`src/rtl/scsp_timer_irq_pkg.sv`:
```
// Shared types and constants for the sound-processor timer/interrupt block.
// Widths, register map, timer register layout and level encoder.
package scsp_timer_irq_pkg;

    localparam int NUM_TIMERS = 3;
    localparam int CNT_W      = 8;
    localparam int CTL_W      = 3;
    localparam int NUM_SRC    = 11;
    localparam int TIMER_BASE = 6;
    localparam int MANUAL_BIT = 5;
    localparam int LV_ENTRIES = 8;

    localparam int ADDR_W = 5;
    localparam int DATA_W = 16;
    localparam int PRE_W  = (1 << CTL_W) - 1;

    typedef enum logic [ADDR_W-1:0] {
        R_TMR0   = '0,
        R_SCIEB  = ADDR_W'(NUM_TIMERS),
        R_SCIPD,
        R_SCIRE,
        R_SCILV0,
        R_SCILV1,
        R_SCILV2,
        R_MCIEB,
        R_MCIPD,
        R_MCIRE
    } reg_idx_e;

    typedef struct packed {
        logic [CTL_W-1:0] ctl;
        logic [CNT_W-1:0] cnt;
    } tmr_reg_t;

    typedef logic [NUM_SRC-1:0]    src_vec_t;
    typedef logic [LV_ENTRIES-1:0] lv_vec_t;

    localparam tmr_reg_t TMR_RST = '0;
    localparam src_vec_t SRC_RST = '0;
    localparam lv_vec_t  LV_RST  = '0;

    // Sources past the table end share its last entry.
    function automatic logic [2:0] lvl_enc(
        input src_vec_t pd,
        input src_vec_t en,
        input lv_vec_t  lv0,
        input lv_vec_t  lv1,
        input lv_vec_t  lv2
    );
        logic [2:0] best;
        logic [2:0] cur;
        int         k;
        best = '0;
        for (int i = 0; i < NUM_SRC; i++) begin
            k   = (i < LV_ENTRIES - 1) ? i : LV_ENTRIES - 1;
            cur = {lv2[k], lv1[k], lv0[k]};
            if (pd[i] && en[i] && cur > best)
                best = cur;
        end
        return best;
    endfunction

endpackage

```
`src/rtl/scsp_timer_irq_if.sv`:
```
// Register bus between the control register file and the timer/irq block.
// Word addressed, registered read data.
interface scsp_timer_irq_if;
    import scsp_timer_irq_pkg::*;

    logic [ADDR_W-1:0] reg_addr;
    logic              reg_we;
    logic [DATA_W-1:0] reg_di;
    logic [DATA_W-1:0] reg_do;

    modport master (
        output reg_addr, reg_we, reg_di,
        input  reg_do
    );

    modport slave (
        input  reg_addr, reg_we, reg_di,
        output reg_do
    );

endinterface

```
`src/rtl/scsp_timer.sv`:
```
// One sample-rate timer: 2^ctl prescaler feeding a free-running counter.
// ovf pulses in the cycle the counter wraps from all-ones to zero.
module scsp_timer
    import scsp_timer_irq_pkg::*;
(
    input  logic     clk,
    input  logic     rst,
    input  logic     ce,
    input  logic     sample_ce,
    input  logic     we,
    input  tmr_reg_t wdat,
    output tmr_reg_t rdat,
    output logic     ovf
);

    tmr_reg_t         r;
    logic [PRE_W-1:0] pre;
    logic [PRE_W-1:0] lim;
    logic             step;

    assign lim  = ~({PRE_W{1'b1}} << r.ctl);
    assign step = sample_ce && (pre == lim);

    always_ff @(posedge clk) begin
        if (rst) begin
            r   <= TMR_RST;
            pre <= '0;
        end else if (ce) begin
            if (we) begin
                r   <= wdat;
                pre <= '0;
            end else if (sample_ce) begin
                pre <= step ? '0 : pre + PRE_W'(1);
                if (step)
                    r.cnt <= r.cnt + CNT_W'(1);
            end
        end
    end

    // A write in the wrap cycle reloads the counter instead.
    assign ovf  = ce && !we && step && (&r.cnt);
    assign rdat = r;

endmodule

```
`src/rtl/scsp_timer_irq.sv`:
```
// Timers plus pending/enable/reset interrupt matrices for the sound CPU
// and main side; sound-CPU requests are encoded to a 3-bit level.
module scsp_timer_irq
    import scsp_timer_irq_pkg::*;
(
    input  logic                 clk,
    input  logic                 rst,
    input  logic                 ce,
    input  logic                 sample_ce,
    scsp_timer_irq_if.slave      bus,
    input  logic [NUM_SRC-1:0]   src_in,
    output logic [2:0]           scu_irq_lvl,
    output logic                 main_irq
);

    tmr_reg_t              tmr_rd [NUM_TIMERS];
    logic [NUM_TIMERS-1:0] tmr_we;
    logic [NUM_TIMERS-1:0] tmr_ovf;

    src_vec_t scieb, scipd, mcieb, mcipd, src_q;
    src_vec_t ovf_vec, edge_v;
    src_vec_t sc_set, sc_clr, mc_set, mc_clr;
    lv_vec_t  lv0, lv1, lv2;

    logic [DATA_W-1:0] rd;
    logic [DATA_W-1:0] do_q;
    logic              unused_di;

    assign unused_di = ^bus.reg_di[DATA_W-1:NUM_SRC];

    for (genvar t = 0; t < NUM_TIMERS; t++) begin : g_tmr
        assign tmr_we[t] = ce && bus.reg_we &&
                           (bus.reg_addr == ADDR_W'(t));
        scsp_timer u_tmr (
            .clk       (clk),
            .rst       (rst),
            .ce        (ce),
            .sample_ce (sample_ce),
            .we        (tmr_we[t]),
            .wdat      (bus.reg_di[CTL_W+CNT_W-1:0]),
            .rdat      (tmr_rd[t]),
            .ovf       (tmr_ovf[t])
        );
    end

    always_comb begin
        ovf_vec = '0;
        for (int t = 0; t < NUM_TIMERS; t++)
            ovf_vec[TIMER_BASE+t] = tmr_ovf[t];
    end

    assign edge_v = src_in & ~src_q;

    // Sets are OR-ed after the clear, so a same-cycle set wins.
    always_comb begin
        sc_set = ovf_vec | edge_v;
        mc_set = ovf_vec | edge_v;
        sc_clr = '0;
        mc_clr = '0;
        if (bus.reg_we) begin
            unique case (1'b1)
                bus.reg_addr == R_SCIPD:
                    sc_set[MANUAL_BIT] = sc_set[MANUAL_BIT] |
                                         bus.reg_di[MANUAL_BIT];
                bus.reg_addr == R_SCIRE:
                    sc_clr = bus.reg_di[NUM_SRC-1:0];
                bus.reg_addr == R_MCIPD:
                    mc_set[MANUAL_BIT] = mc_set[MANUAL_BIT] |
                                         bus.reg_di[MANUAL_BIT];
                bus.reg_addr == R_MCIRE:
                    mc_clr = bus.reg_di[NUM_SRC-1:0];
                default: ;
            endcase
        end
    end

    always_comb begin
        rd = '0;
        case (bus.reg_addr)
            R_SCIEB:  rd = DATA_W'(scieb);
            R_SCIPD:  rd = DATA_W'(scipd);
            R_SCILV0: rd = DATA_W'(lv0);
            R_SCILV1: rd = DATA_W'(lv1);
            R_SCILV2: rd = DATA_W'(lv2);
            R_MCIEB:  rd = DATA_W'(mcieb);
            R_MCIPD:  rd = DATA_W'(mcipd);
            default:  rd = '0;
        endcase
        for (int t = 0; t < NUM_TIMERS; t++)
            if (bus.reg_addr == ADDR_W'(t))
                rd = DATA_W'(tmr_rd[t]);
    end

    always_ff @(posedge clk) begin
        if (rst) begin
            scieb       <= SRC_RST;
            scipd       <= SRC_RST;
            mcieb       <= SRC_RST;
            mcipd       <= SRC_RST;
            src_q       <= SRC_RST;
            lv0         <= LV_RST;
            lv1         <= LV_RST;
            lv2         <= LV_RST;
            do_q        <= '0;
            scu_irq_lvl <= '0;
            main_irq    <= 1'b0;
        end else if (ce) begin
            src_q <= src_in;
            scipd <= (scipd & ~sc_clr) | sc_set;
            mcipd <= (mcipd & ~mc_clr) | mc_set;
            if (bus.reg_we) begin
                case (bus.reg_addr)
                    R_SCIEB:  scieb <= bus.reg_di[NUM_SRC-1:0];
                    R_SCILV0: lv0   <= bus.reg_di[LV_ENTRIES-1:0];
                    R_SCILV1: lv1   <= bus.reg_di[LV_ENTRIES-1:0];
                    R_SCILV2: lv2   <= bus.reg_di[LV_ENTRIES-1:0];
                    R_MCIEB:  mcieb <= bus.reg_di[NUM_SRC-1:0];
                    default: ;
                endcase
            end
            do_q        <= rd;
            scu_irq_lvl <= lvl_enc(scipd, scieb, lv0, lv1, lv2);
            main_irq    <= |(mcipd & mcieb);
        end
    end

    assign bus.reg_do = do_q;

endmodule
```
`src/flat_wrapper.sv`:
```
// flat-port wrapper written by rule: the top's interface ports become plain ports
module scsp_timer_irq_flat import scsp_timer_irq_pkg::*;
  (clk, rst, ce, sample_ce, src_in, scu_irq_lvl, main_irq, bus_reg_addr, bus_reg_we, bus_reg_di, bus_reg_do);
  scsp_timer_irq_if bus_i ();
  input  logic clk;
  input  logic rst;
  input  logic ce;
  input  logic sample_ce;
  input  logic [NUM_SRC-1:0] src_in;
  output logic [2:0] scu_irq_lvl;
  output logic main_irq;
  input wire logic [$bits(bus_i.reg_addr)-1:0] bus_reg_addr;
  input wire logic [$bits(bus_i.reg_we)-1:0] bus_reg_we;
  input wire logic [$bits(bus_i.reg_di)-1:0] bus_reg_di;
  output wire logic [$bits(bus_i.reg_do)-1:0] bus_reg_do;
  assign bus_i.reg_addr = bus_reg_addr;
  assign bus_i.reg_we = bus_reg_we;
  assign bus_i.reg_di = bus_reg_di;
  assign bus_reg_do = bus_i.reg_do;
  scsp_timer_irq u_core (.clk(clk), .rst(rst), .ce(ce), .sample_ce(sample_ce), .bus(bus_i), .src_in(src_in), .scu_irq_lvl(scu_irq_lvl), .main_irq(main_irq));
endmodule
```
`config.mk`:
```
export PLATFORM = sky130hd
export DESIGN_NAME = scsp_timer_irq_flat
export DESIGN_NICKNAME = d
export VERILOG_FILES = /design/src/rtl/scsp_timer_irq_pkg.sv /design/src/rtl/scsp_timer_irq_if.sv /design/src/rtl/scsp_timer.sv /design/src/rtl/scsp_timer_irq.sv /design/src/flat_wrapper.sv
export SDC_FILE = /design/constraint.sdc
export NUM_CORES = 1
export LEC_CHECK = 0
export BUFFER_PORTS_ARGS = -buffer_cell sky130_fd_sc_hd__buf_2
export CAP_MARGIN = 20
export CORE_ASPECT_RATIO = 0.8
export CORE_UTILIZATION = 61
export DETAILED_ROUTE_END_ITERATION = 10
export PLACE_DENSITY = 0.88
export SYNTH_ARGS = -nofsm -noshare
export SYNTH_HDL_FRONTEND = slang
export SYNTH_SLANG_ARGS = --single-unit
```
`constraint.sdc`:
```
create_clock -name clk -period 13.6 [get_ports clk]
set_input_delay 2.04 -clock clk [delete_from_list [all_inputs] [get_ports clk]]
set_output_delay 2.04 -clock clk [all_outputs]
set_load 0.01 [all_outputs]
```
==> results_dict.tcl <==
set metrics [dict create \
    status "finished, final reports clean" \
    final_util_pct 70.5 \
    layout_common_cells "nand2_1, dfxtp_1, a21oi_1, nor2_1, o21ai_0" \
    grt_antenna_before_repair 0 \
    grt_pass1_vias 7760 \
    crit_path_max_incr_delay_ns 0.43 \
    yosysWarnings 0 \
    synthToLayoutAreaGrowth_pct 12.3 \
    critPathSlowestCell "or3_2" \
    final.fill_count 1095 \
    rsz0062_at_grt "false" \
    final_common_cell "nand2_1" \
    ctsHoldBuffers 0 \
    fmax_mhz 77.5 \
    syn_inst 1149 \
    fin_tns_setup_ns 0 \
    yosysSeqAreaShare_pct 34.7 \
    worst_clock_skew_ns 0.00948 \
    crit_path_start_kind "flop" \
    setup_slack_ns 0.702 \
    slew_violations 0 \
    syn_area_mm2 0.00853 \
    die_area_mm2 0.0145 \
    layout-drive-gt1-share_pct 12.3 \
    drt_iter0_drc 1231 \
    synthFlopType "dfxtp_1" \
    cts_buffer_depth 2 \
    dp_hpwl_um 17500 \
    die_y_um 108 \
    crit_required_ns 13.93 \
    setup_viol 0 \
    yosys.cell_types.count 83 \
    path_clk_slew_ns 0.06 \
    ff_latch_area_mm2 0.00297 \
    antenna_cells 0 \
    peakVddDrop_v 0.0000974 \
    die_w_um 134 \
    avgSynthCellArea_um2 7.43 \
    io_buffer_count 46 \
    dp_slack_ns 0.0526 \
    p_total_mw 1.00 \
    hold_path.class "flop to flop" \
    htree_levels 4 \
    firstDrtPassIters 7 \
    drt-total-wl_um 25200 \
    io_pins 57 \
    clk_latency_ns 0.42 \
    gp_congestion 1.08 \
    cts_made_buffers 17 \
    ys_ff_latch 148 \
    synth_edf_count 0 \
    start_util_pct 62.8 \
    relSlewSlack_pct 31.5 \
    crit_type "flop to flop" \
    nNetsFinal 1226 \
    overflow 0 \
    drc 0 \
    ys_async_sr_fraction_pct 0 \
    grt_pass1_wl_um 39800 \
    multi_input_area_mm2 0.00534 \
    critPathArrivalTime_ns 13.22 \
    postRouteAntennaNets 0 \
    fin_crit_ns 12.90 \
    end_kind "flop" \
    grt_max_degree 94 \
    grt_usage_pct 35.2 \
    via_per_inst 6.53 \
    critical_path_peak_fanout 7 \
    num_vias 8880 \
    rows 38 \
    tritoncts "done" \
    drv_cap 0 \
    routedWlPerCell_um 18.6 \
    worst_pin_slew_ns 1.02 \
    core_mm2 0.0136 \
    root_buffer "clkbuf_16" \
    crit_path_frequent_cell "ha_1" \
    power_density_mw_per_mm2 105 \
    cts.sinks 148 \
    post-route-period-util_pct 94.8 \
    leakagePower_nw 3.46 \
    timing_hold_violations_final 0 \
]
## synth_stat cells, drive strengths merged (4+ instances only)
cell / n / share of area (%)
nand3b: 11 / 0.97
nor4: 5 / 0.37
o211a: 4 / 0.47
ha: 22 / 3.2
clkbuf: 61 / 2.7
dfxtp: 148 / 35
mux2: 5 / 0.75
or2: 5 / 0.37
nand4: 21 / 1.5
nand2: 223 / 9.8
a21oi: 139 / 8.3
a22o: 10 / 1.0
nand3: 40 / 2.3
nand2b: 10 / 0.73
nor2: 116 / 5.1
o211ai: 6 / 0.53
o21ai: 62 / 3.6
inv: 22 / 0.97
buf: 10 / 0.84
nor2b: 7 / 0.60
mux2i: 15 / 1.8
nor3: 20 / 1.2
a311oi: 17 / 1.7
a221oi: 10 / 1.1
and2: 7 / 0.56
or3: 6 / 0.45
xor2: 12 / 1.2
a22oi: 29 / 2.6
a31oi: 14 / 1.2
and3: 22 / 1.7
nor3b: 16 / 1.5
a21o: 4 / 0.37
## cells by family after synthesis
family	synth area share [%]
AND/OR/NAND/NOR	27.8
AO/OA/AOI/OAI	25.7
flip-flops	34.7
buffers and inverters	4.50
adder cells (fa/ha/maj)	3.34
multiplexers	2.51
XOR/XNOR	1.44
other	0.0439
## critical path: cells and delay by family, from the launching register on
| family | cells | cell delay, ns |
|---|---|---|
| adder cells (fa/ha/maj) | 11 | 3.00 |
| multiplexers | 4 | 1.44 |
| AND/OR/NAND/NOR | 21 | 3.17 |
| flip-flops | 1 | 0.37 |
| AO/OA/AOI/OAI | 28 | 4.66 |
| buffers and inverters | 1 | 0.15 |
## state kept, by name (all words and copies together), names as in the netlist
signal                   count
u_core.bus.reg_do           11
u_core.scieb                11
u_core.lv2                   8
u_core.scu_irq_lvl           3
u_core.lv0                   8
u_core.src_q                11
u_core.mcipd                11
u_core.main_irq              1
u_core.mcieb                11
u_core.g_tmr.u_tmr.pre      21
u_core.scipd                11
u_core.lv1                   8
u_core.g_tmr.u_tmr.rdat     33
## per-stage QoR
| step | hold WS [ns] | instance area [µm²] | instances |
|---|---|---|---|
| after floorplan | 0.445 | 8550 | 1153 |
| after global routing | 0.495 | 9580 | 1359 |
| after detailed placement | 0.458 | 8840 | 1324 |
| after CTS | 0.469 | 9440 | 1355 |
| final | 0.469 | 9580 | 1359 |
| after global placement | 0.437 | 8840 | 1324 |
## area by class of cell
| class | instances | share of cell area (%) |
|---|---|---|
| Timing Repair Buffer | 66 | 3.97 |
| Sequential cell | 148 | 31.0 |
| Inverter | 22 | 0.862 |
| Tap cell | 180 | 2.35 |
| Clock buffer | 19 | 4.52 |
| Clock inverter | 12 | 1.64 |
| Multi-Input combinational cell | 912 | 55.7 |
## power breakdown
part	switching [mW]	leakage [nW]	internal (mW)
Clock	0.187	0.279	0.288
Combinational	0.0485	1.97	0.0217
Sequential	0.0121	1.20	0.445
## metal layers
metal	global-route usage [%]	routed length, µm	vias up	part of all wire [%]
met2	53.9	11100	532	44
met3	8.80	2960	66	12
met5	0	0	-	0
met1	48.6	10700	4098	42
li1	-	-	4184	-
met4	10.5	510	0	2.0
## final timing paths
check / cells past startpoint / end / slack, ns / start
worst max register to register: 65 / u_core.scu_irq_lvl[1] / 0.70 / u_core.scipd[0]
worst min-delay path: 2 / u_core.mcieb[9] / 0.47 / u_core.mcieb[9]
worst min register to register: 2 / u_core.mcieb[9] / 0.47 / u_core.mcieb[9]
worst max-delay path: 65 / u_core.scu_irq_lvl[1] / 0.70 / u_core.scipd[0]
## what timing repair did
item | CTS | global route
pin swaps | 0 | 6
hold endpoints to repair | 0 | 0
endpoints found under the setup margin | 2 | 3
buffers inserted | 0 | 3
gates resized for setup | 1 | 22
Note: power is estimated with default switching activity, not from simulation.
